**config.mk**
```make
export PLATFORM = sky130hd
export DESIGN_NAME = uart_tx_sched_flat
export DESIGN_NICKNAME = d
export VERILOG_FILES = /design/src/rtl/uart_tx_sched_if.sv /design/src/rtl/uart_tx_sched.sv /design/src/flat_wrapper.sv
export SDC_FILE = /design/constraint.sdc
export NUM_CORES = 1
export LEC_CHECK = 0
export ABC_AREA = 1
export BUFFER_PORTS_ARGS = -buffer_cell sky130_fd_sc_hd__buf_2
export CAP_MARGIN = 15
export CORE_ASPECT_RATIO = 1.5
export CORE_MARGIN = 1
export CORE_UTILIZATION = 40
export DETAILED_ROUTE_END_ITERATION = 16
export HOLD_SLACK_MARGIN = 0.08
export PLACE_DENSITY = 0.68
export SLEW_MARGIN = 20
export SYNTH_ARGS = -nofsm -noshare
export SYNTH_HDL_FRONTEND = slang
export SYNTH_SLANG_ARGS = --single-unit
export TNS_END_PERCENT = 1
```
**constraint.sdc**
```tcl
create_clock -name baud_clk -period 2.19 [get_ports baud_clk]
set_input_delay 0 -clock baud_clk [delete_from_list [all_inputs] [get_ports baud_clk]]
set_output_delay 0 -clock baud_clk [all_outputs]
set_load 0.01 [all_outputs]
```
**src/rtl/uart_tx_sched_if.sv**
```systemverilog
`timescale 1ns/1ps
// -----------------------------------------------------------------------------
// uart_tx_sched_if
//
// Purpose : groups the client-request bus, the frame-builder/PISO handshake
//           and the status/watchdog signals of uart_tx_sched.
//
// Modports:
//   master - the scheduler. It owns req_ready, data_input, line_control_reg,
//            piso_start, grant_id, busy and timeout_err.
//   slave  - the environment: the requesters, the frame builder/PISO and
//            whoever clears the watchdog flag.
//
// Signals:
//   req_valid        [NUM_REQ]    per-requester request, held until accepted
//   req_data         [8*NUM_REQ]  requester i payload in [8i+7:8i]
//   req_lcr          [5*NUM_REQ]  requester i line control in [5i+4:5i]
//   req_ready        [NUM_REQ]    one-hot accept pulse
//   data_input       [8]          latched payload to the frame builder
//   line_control_reg [5]          latched line-control word
//   piso_start       [1]          high while a frame is being transmitted
//   piso_done        [1]          PISO finished shifting the frame
//   grant_id         [clog2(N)]   current / last granted requester
//   busy             [1]          scheduler not idle
//   err_clr          [1]          clears timeout_err
//   timeout_err      [1]          sticky watchdog flag
// -----------------------------------------------------------------------------
interface uart_tx_sched_if #(
  parameter int NUM_REQ = 4
) ();
  localparam int GID_W = $clog2(NUM_REQ);

  logic [NUM_REQ-1:0]   req_valid;
  logic [8*NUM_REQ-1:0] req_data;
  logic [5*NUM_REQ-1:0] req_lcr;
  logic [NUM_REQ-1:0]   req_ready;
  logic [7:0]           data_input;
  logic [4:0]           line_control_reg;
  logic                 piso_start;
  logic                 piso_done;
  logic [GID_W-1:0]     grant_id;
  logic                 busy;
  logic                 err_clr;
  logic                 timeout_err;

  modport master (
    input  req_valid, req_data, req_lcr, piso_done, err_clr,
    output req_ready, data_input, line_control_reg, piso_start, grant_id,
           busy, timeout_err
  );

  modport slave (
    output req_valid, req_data, req_lcr, piso_done, err_clr,
    input  req_ready, data_input, line_control_reg, piso_start, grant_id,
           busy, timeout_err
  );
endinterface

```
**src/rtl/uart_tx_sched.sv**
```systemverilog
`timescale 1ns/1ps
// -----------------------------------------------------------------------------
// uart_tx_sched
//
// Purpose : round-robin scheduler sharing one UART transmit path (frame
//           builder + PISO shifter) among NUM_REQ requesters. One byte and
//           line-control word is accepted per grant, presented to the frame
//           builder, and piso_start is held until piso_done. An idle gap of
//           GAP_CYCLES cycles separates frames before re-arbitration.
//
// Optional feature macro: UART_TX_WATCHDOG_EN
//   defined   - a WAIT-state cycle counter aborts a frame after TIMEOUT cycles
//               without piso_done and sets the sticky timeout_err flag
//               (err_clr clears it; a simultaneous new timeout wins).
//   undefined - WAIT waits forever; timeout_err is tied low, err_clr ignored.
//
// Parameters:
//   NUM_REQ    number of requesters (2..8); must match the interface instance
//   GAP_CYCLES idle cycles between frames (0..255)
//   TIMEOUT    WAIT cycles before a watchdog abort (watchdog build only)
//
// Ports:
//   baud_clk  single clock, all state changes on its rising edge
//   rst       asynchronous active-high reset; abandons any frame in flight
//   bus       uart_tx_sched_if.master (requests, PISO handshake, status)
// -----------------------------------------------------------------------------
module uart_tx_sched #(
  parameter int NUM_REQ    = 4,
  parameter int GAP_CYCLES = 1,
  parameter int TIMEOUT    = 64
) (
  input  logic            baud_clk,
  input  logic            rst,
  uart_tx_sched_if.master bus
);

  localparam int GID_W = $clog2(NUM_REQ);

  typedef logic [GID_W-1:0] gid_t;
  typedef logic [GID_W:0]   gid_ext_t;

  localparam gid_ext_t   N_EXT    = gid_ext_t'(NUM_REQ);
  localparam gid_t       GID_LAST = gid_t'(NUM_REQ - 1);
  // Last gap count; only meaningful when GAP_CYCLES > 0 (GAP is never
  // entered otherwise).
  localparam logic [7:0] GAP_LAST = (GAP_CYCLES > 0) ? 8'(GAP_CYCLES - 1) : 8'd0;

  localparam logic [2:0] IDLE  = 3'd0;
  localparam logic [2:0] LOAD  = 3'd1;
  localparam logic [2:0] START = 3'd2;
  localparam logic [2:0] WAIT  = 3'd3;
  localparam logic [2:0] GAP   = 3'd4;

  // ---------------------------------------------------------------------------
  // State
  // ---------------------------------------------------------------------------
  logic [2:0] state_q, state_d;
  gid_t       rr_ptr_q, rr_ptr_d;
  gid_t       grant_id_q, grant_id_d;
  logic [7:0] data_q, data_d;
  logic [4:0] lcr_q, lcr_d;
  logic       piso_start_q, piso_start_d;
  logic [7:0] gap_cnt_q, gap_cnt_d;

`ifdef UART_TX_WATCHDOG_EN
  localparam int              WD_W    = (TIMEOUT > 1) ? $clog2(TIMEOUT) : 1;
  localparam logic [WD_W-1:0] WD_LAST = WD_W'(TIMEOUT - 1);

  logic [WD_W-1:0] wd_cnt_q, wd_cnt_d;
  logic            timeout_err_q, timeout_err_d;
`endif

  // ---------------------------------------------------------------------------
  // Per-requester payload slices and the one-hot accept vector
  // ---------------------------------------------------------------------------
  logic [7:0]         data_slice [NUM_REQ];
  logic [4:0]         lcr_slice  [NUM_REQ];
  logic [NUM_REQ-1:0] ready_vec;

  for (genvar gi = 0; gi < NUM_REQ; gi++) begin : g_slice
    assign data_slice[gi] = bus.req_data[8*gi +: 8];
    assign lcr_slice[gi]  = bus.req_lcr[5*gi +: 5];
    assign ready_vec[gi]  = (state_q == LOAD) && (grant_id_q == gid_t'(gi));
  end

  // ---------------------------------------------------------------------------
  // Round-robin arbiter
  //
  // The request vector is rotated so that bit 0 is requester rr_ptr; the
  // lowest set bit of the rotated vector is the offset of the winner from
  // rr_ptr, which gives "first set bit searching upward with wrap".
  // ---------------------------------------------------------------------------
  logic [NUM_REQ-1:0] rot_valid;
  logic [NUM_REQ-1:0] first_hot;
  logic [NUM_REQ-1:0] enc_terms [GID_W];
  gid_t               pri_offset;
  gid_ext_t           win_sum;
  gid_t               winner;
  logic               any_req;

  assign rot_valid = NUM_REQ'({bus.req_valid, bus.req_valid} >> rr_ptr_q);
  assign any_req   = |bus.req_valid;

  for (genvar gi = 0; gi < NUM_REQ; gi++) begin : g_pri
    if (gi == 0) begin : g_first
      assign first_hot[gi] = rot_valid[0];
    end else begin : g_rest
      assign first_hot[gi] = rot_valid[gi] & ~(|rot_valid[gi-1:0]);
    end
  end

  // One-hot to binary: offset bit b is the OR of every hot position whose
  // index has bit b set.
  for (genvar bi = 0; bi < GID_W; bi++) begin : g_enc_bit
    for (genvar gi = 0; gi < NUM_REQ; gi++) begin : g_enc_term
      if (((gi >> bi) & 1) == 1) begin : g_on
        assign enc_terms[bi][gi] = first_hot[gi];
      end else begin : g_off
        assign enc_terms[bi][gi] = 1'b0;
      end
    end
    assign pri_offset[bi] = |enc_terms[bi];
  end

  assign win_sum = {1'b0, rr_ptr_q} + {1'b0, pri_offset};
  assign winner  = (win_sum >= N_EXT) ? gid_t'(win_sum - N_EXT) : gid_t'(win_sum);

  // ---------------------------------------------------------------------------
  // Next-state logic
  // ---------------------------------------------------------------------------
  logic leave_wait;

  always_comb begin
    state_d      = state_q;
    rr_ptr_d     = rr_ptr_q;
    grant_id_d   = grant_id_q;
    data_d       = data_q;
    lcr_d        = lcr_q;
    piso_start_d = piso_start_q;
    gap_cnt_d    = gap_cnt_q;
    leave_wait   = 1'b0;
`ifdef UART_TX_WATCHDOG_EN
    wd_cnt_d      = wd_cnt_q;
    // Clear first so that a timeout raised below in the same cycle wins.
    timeout_err_d = bus.err_clr ? 1'b0 : timeout_err_q;
`endif

    unique case (state_q)
      IDLE: begin
        if (any_req) begin
          grant_id_d = winner;
          state_d    = LOAD;
        end
      end

      LOAD: begin
        if (bus.req_valid[grant_id_q]) begin
          data_d       = data_slice[grant_id_q];
          lcr_d        = lcr_slice[grant_id_q];
          rr_ptr_d     = (grant_id_q == GID_LAST) ? '0 : grant_id_q + 1'b1;
          // Raised together with the data latch so the frame builder sees
          // valid data on the first piso_start cycle.
          piso_start_d = 1'b1;
          state_d      = START;
        end else begin
          // Requester withdrew before the accept: drop the grant silently.
          state_d = IDLE;
        end
      end

      START: begin
        // piso_done is deliberately not looked at here.
`ifdef UART_TX_WATCHDOG_EN
        wd_cnt_d = '0;
`endif
        state_d = WAIT;
      end

      WAIT: begin
        leave_wait = bus.piso_done;
`ifdef UART_TX_WATCHDOG_EN
        if (!bus.piso_done) begin
          if (wd_cnt_q == WD_LAST) begin
            leave_wait    = 1'b1;
            timeout_err_d = 1'b1;
          end else begin
            wd_cnt_d = wd_cnt_q + 1'b1;
          end
        end
`endif
        if (leave_wait) begin
          piso_start_d = 1'b0;
          gap_cnt_d    = '0;
          state_d      = (GAP_CYCLES == 0) ? IDLE : GAP;
        end
      end

      GAP: begin
        if (gap_cnt_q == GAP_LAST) begin
          state_d = IDLE;
        end else begin
          gap_cnt_d = gap_cnt_q + 8'd1;
        end
      end

      default: begin
        piso_start_d = 1'b0;
        state_d      = IDLE;
      end
    endcase
  end

  // ---------------------------------------------------------------------------
  // Registers
  // ---------------------------------------------------------------------------
  always_ff @(posedge baud_clk or posedge rst) begin
    if (rst) begin
      state_q      <= IDLE;
      rr_ptr_q     <= '0;
      grant_id_q   <= '0;
      data_q       <= '0;
      lcr_q        <= '0;
      piso_start_q <= 1'b0;
      gap_cnt_q    <= '0;
    end else begin
      state_q      <= state_d;
      rr_ptr_q     <= rr_ptr_d;
      grant_id_q   <= grant_id_d;
      data_q       <= data_d;
      lcr_q        <= lcr_d;
      piso_start_q <= piso_start_d;
      gap_cnt_q    <= gap_cnt_d;
    end
  end

`ifdef UART_TX_WATCHDOG_EN
  always_ff @(posedge baud_clk or posedge rst) begin
    if (rst) begin
      wd_cnt_q      <= '0;
      timeout_err_q <= 1'b0;
    end else begin
      wd_cnt_q      <= wd_cnt_d;
      timeout_err_q <= timeout_err_d;
    end
  end

  assign bus.timeout_err = timeout_err_q;
`else
  // Without the watchdog the flag is constant and err_clr has no effect.
  logic unused_err_clr;
  assign unused_err_clr  = bus.err_clr;
  assign bus.timeout_err = 1'b0;
`endif

  // ---------------------------------------------------------------------------
  // Outputs
  // ---------------------------------------------------------------------------
  assign bus.req_ready        = ready_vec;
  assign bus.data_input       = data_q;
  assign bus.line_control_reg = lcr_q;
  assign bus.piso_start       = piso_start_q;
  assign bus.grant_id         = grant_id_q;
  assign bus.busy             = (state_q != IDLE);

endmodule

```
**src/flat_wrapper.sv**
```systemverilog
// flat-port wrapper written by rule: the top's interface ports become plain ports
module uart_tx_sched_flat 
#(
  parameter int NUM_REQ    = 4,
  parameter int GAP_CYCLES = 1,
  parameter int TIMEOUT    = 64
)
  (baud_clk, rst, bus_req_valid, bus_req_data, bus_req_lcr, bus_piso_done, bus_err_clr, bus_req_ready, bus_data_input, bus_line_control_reg, bus_piso_start, bus_grant_id, bus_busy, bus_timeout_err);
  uart_tx_sched_if #(.NUM_REQ(NUM_REQ)) bus_i ();
  input  logic baud_clk;
  input  logic rst;
  input wire logic [$bits(bus_i.req_valid)-1:0] bus_req_valid;
  input wire logic [$bits(bus_i.req_data)-1:0] bus_req_data;
  input wire logic [$bits(bus_i.req_lcr)-1:0] bus_req_lcr;
  input wire logic [$bits(bus_i.piso_done)-1:0] bus_piso_done;
  input wire logic [$bits(bus_i.err_clr)-1:0] bus_err_clr;
  output wire logic [$bits(bus_i.req_ready)-1:0] bus_req_ready;
  output wire logic [$bits(bus_i.data_input)-1:0] bus_data_input;
  output wire logic [$bits(bus_i.line_control_reg)-1:0] bus_line_control_reg;
  output wire logic [$bits(bus_i.piso_start)-1:0] bus_piso_start;
  output wire logic [$bits(bus_i.grant_id)-1:0] bus_grant_id;
  output wire logic [$bits(bus_i.busy)-1:0] bus_busy;
  output wire logic [$bits(bus_i.timeout_err)-1:0] bus_timeout_err;
  assign bus_i.req_valid = bus_req_valid;
  assign bus_i.req_data = bus_req_data;
  assign bus_i.req_lcr = bus_req_lcr;
  assign bus_i.piso_done = bus_piso_done;
  assign bus_i.err_clr = bus_err_clr;
  assign bus_req_ready = bus_i.req_ready;
  assign bus_data_input = bus_i.data_input;
  assign bus_line_control_reg = bus_i.line_control_reg;
  assign bus_piso_start = bus_i.piso_start;
  assign bus_grant_id = bus_i.grant_id;
  assign bus_busy = bus_i.busy;
  assign bus_timeout_err = bus_i.timeout_err;
  uart_tx_sched #(.NUM_REQ(NUM_REQ), .GAP_CYCLES(GAP_CYCLES), .TIMEOUT(TIMEOUT)) u_core (.baud_clk(baud_clk), .rst(rst), .bus(bus_i));
endmodule
```
==> flow_summary_export.csv <==
group,metric,value,unit
grt,grt.overflow.total,0,
synthesis,syn_inst,283,
timing,timing.final.crit_share,83.4,%
power_and_ir_drop,p_leak,0.00138,uW
cells_and_area,nFillCells,527,
outcome,status,"finished, final reports clean",
worst_hold_path,holdPathStages,5,
run,max_cap_viol_count,0,
grt,grt_pass1_vias,2017,
clock_network,worstSkewPairLatency,0.27,ns
grt,antenna_found_initial,0,
timing,maxSlewViolCount,0,
timing,rsz0062_at_grt,"false",
floorplanning,die_width,59.6,um
placement,gp_congestion,0.952,
synthesis,syn_avg_cell_area,7.04,um^2
power_and_ir_drop,powerDensity,1310,nW/um^2
drt,post-route-drc-count,0,
setup_path,ff2ff_setup_slack,0.36,ns
drt,drt_first_pass_iters,6,
placement,dpl.hpwl,3.99,mm
drt,ant_nets,0,
floorplanning,initial_core_util,41.4,%
synthesis,synth_area,1990,um^2
drt,vias,2145,
drt,wirelength,5.27,mm
clock_network,cts_tree,"done",
synthesis,ys_ff_latch,29,
setup_path,crit_arrival,2.00,ns
clock_network,cts_root_buffer,"clkbuf_8",
synthesis,ys_seq_area_share,36.4,%
floorplanning,core_area,4810,um^2
floorplanning,fp.dieH,88.4,um
clock_network,clock_path_buffers,2,
drt,viasPerCell,4.97,
clock_network,cts_buffers,5,
timing,fin_crit,1.83,ns
setup_path,cp-startpoint,"u_core.rr_ptr_q[0]",
grt,grt_pass1_wl,8.89,mm
setup_path,cp-start-kind,"flip-flop",
timing,clock.fmax,547,MHz
cells_and_area,regArea,726,um^2
floorplanning,row_count,31,
timing,fin_skew,0.00365,ns
synthesis,synth_cell_types,28,
synthesis,ys.flop_type,"dfrtp_1",
cells_and_area,area_delta_synth_final,29.0,%
drt,wire_per_inst,12.2,um
synthesis,synth_edf_count,0,
timing,finalHoldViolCount,0,
timing,hold_ws,0.126,ns
clock_network,cts.clk_slew.worst_paths,0.06,ns
cells_and_area,drive_gt1_share,27.9,%
synthesis,ys_warn_count,0,
grt,grt_max_degree,31,
worst_hold_path,hold_end,"u_core.bus.data_input[6]",
floorplanning,num_io_pins,82,
setup_path,reg2reg_depth,11,
cells_and_area,antenna_cells,0,
clock_network,clock_sinks,29,
timing,final.setup.tns,0,ns
timing,setup_viol,0,
floorplanning,die_area,5270,um^2
worst_hold_path,hp-start,"bus_req_data[6]",
placement,io_buffers,79,
setup_path,cp_max_fo,7,
power_and_ir_drop,vdd_drop_max,0.485,mV
setup_path,crit_path_end_kind,"flip-flop",
clock_network,h-tree-depth,2,
setup_path,reg2reg_to,"u_core.bus.grant_id[1]",
cells_and_area,multi_input_area,1090,um^2
cells_and_area,finalNetCount,432,
grt,grtUsageTotal,22.2,%
synthesis,async_flop_share,100,%
clock_network,post_cts_buffers,0,
drt,drt-initial-drc-count,228,
synthesis,syn_nets,350,
setup_path,cp_data_required_time,2.36,ns
setup_path,regToRegStartpoint,"u_core.rr_ptr_q[0]",
worst_hold_path,hold_path_class,"in -> reg",
setup_path,crit_type,"reg -> reg",
-- kinds of logic after synthesis --
group	count (synthesis)	synth area share, %
simple gates	144	32.2
compound gates	57	15.9
buf+inv	40	8.67
flops	29	36.4
fa+ha+maj	7	4.40
xor+xnor	5	2.20
other cells	1	0.188
-- worst max-delay path, stage by stage (launching register included) --
cell and delay [ns]:
dfrtp_1 0.46, inv_1 0.12, nand2_1 0.09, nand3_1 0.07, nand2_1 0.11, nand3_1 0.07, a21boi_0 0.18, ha_1 0.19
xor2_1 0.20, nand3_1 0.10, nand3_1 0.08, nand2_1 0.05
-- power breakdown --
part,total (uW),switching (uW),internal [uW]
sequential,984,214,769
combinational,1910,1190,720
clock,480,196,284
total,3370,1600,1770
-- worst max-delay path by stage --
| stage | end |
|---|---|
| finish | u_core.bus.grant_id[1] |
| global route | u_core.bus.grant_id[1] |
| CTS | u_core.bus.grant_id[1] |
| detailed placement | u_core.bus.grant_id[1] |
| global placement | u_core.bus.grant_id[1] |
| floorplan | u_core.bus.grant_id[1] |
-- final cells by class --
cell class	count	area share (%)
clock inverter	1	0.195
clock buffer	7	3.75
sequential	29	28.3
multi-input combinational	214	42.6
tap	66	3.21
timing repair buffer	87	17.9
inverter	28	4.09
-- repair_timing --
| item | CTS | global route |
|---|---|---|
| hold buffers | 2 | 0 |
| gates resized for setup | 0 | 0 |
| hold endpoints to repair | 30 | 0 |
-- cell usage after synthesis, types with 3 or more instances --
cell type / number / area (um^2)
inv_1: 26 / 97.6
dfrtp_1: 29 / 726
buf_2: 6 / 30.0
o22ai_1: 15 / 93.8
nand4_1: 5 / 31.3
nand2_1: 60 / 225
a21oi_1: 3 / 15.0
o21ai_0: 33 / 165
nand3_1: 32 / 160
nor2_1: 39 / 146
xor2_1: 5 / 43.8
ha_1: 7 / 87.6
-- routing by layer --
layer	track usage [%]	part of all wire [%]	routed length (um)	vias up
met3	4.39	5.5	288	6
met2	38.7	51	2680	66
met1	26.2	42	2200	971
met5	0	0	0	-
met4	9.09	1.7	89	0
li1	-	-	-	1102
-- cells in the final DEF, fill, tap and decap left out --
master | synthesis | layout
nor3_4 | 2 | 2
nand3_1 | 32 | 32
dfrtp_1 | 29 | 29
o21ai_0 | 33 | 33
a21oi_1 | 3 | 3
buf_4 | 2 | 6
nand4_1 | 5 | 5
a21boi_0 | 1 | 1
o21ai_1 | 2 | 2
inv_1 | 26 | 26
nor3_1 | 1 | 1
conb_1 | 1 | 1
nor2_1 | 39 | 39
nor4_1 | 1 | 1
ha_1 | 7 | 7
o21ai_2 | 1 | 1
o22ai_1 | 15 | 15
o211ai_1 | 1 | 1
xor2_1 | 5 | 5
buf_2 | 6 | 79
inv_2 | 2 | 2
o311ai_0 | 1 | 1
dlygate4sd3_1 | 0 | 2
clkinv_2 | 0 | 1
nand2_1 | 60 | 60
nand2_4 | 2 | 2
clkbuf_8 | 0 | 7
or2_2 | 2 | 2
-- metrics by stage --
step	instance area, um^2	instances	setup WS [ns]	util [%]	power, uW
6_report	2570	432	0.363	53.4	3370
5_1_grt	2570	432	0.0822	53.4	3750
4_1_cts	2570	432	0.372	53.4	3420
3_5_place_dp	2450	422	0.399	50.9	2910
3_3_place_gp	2450	422	0.469	50.9	2870
2_1_floorplan	1990	283	0.616	-	2350
Power figures use the tool's default switching activity.
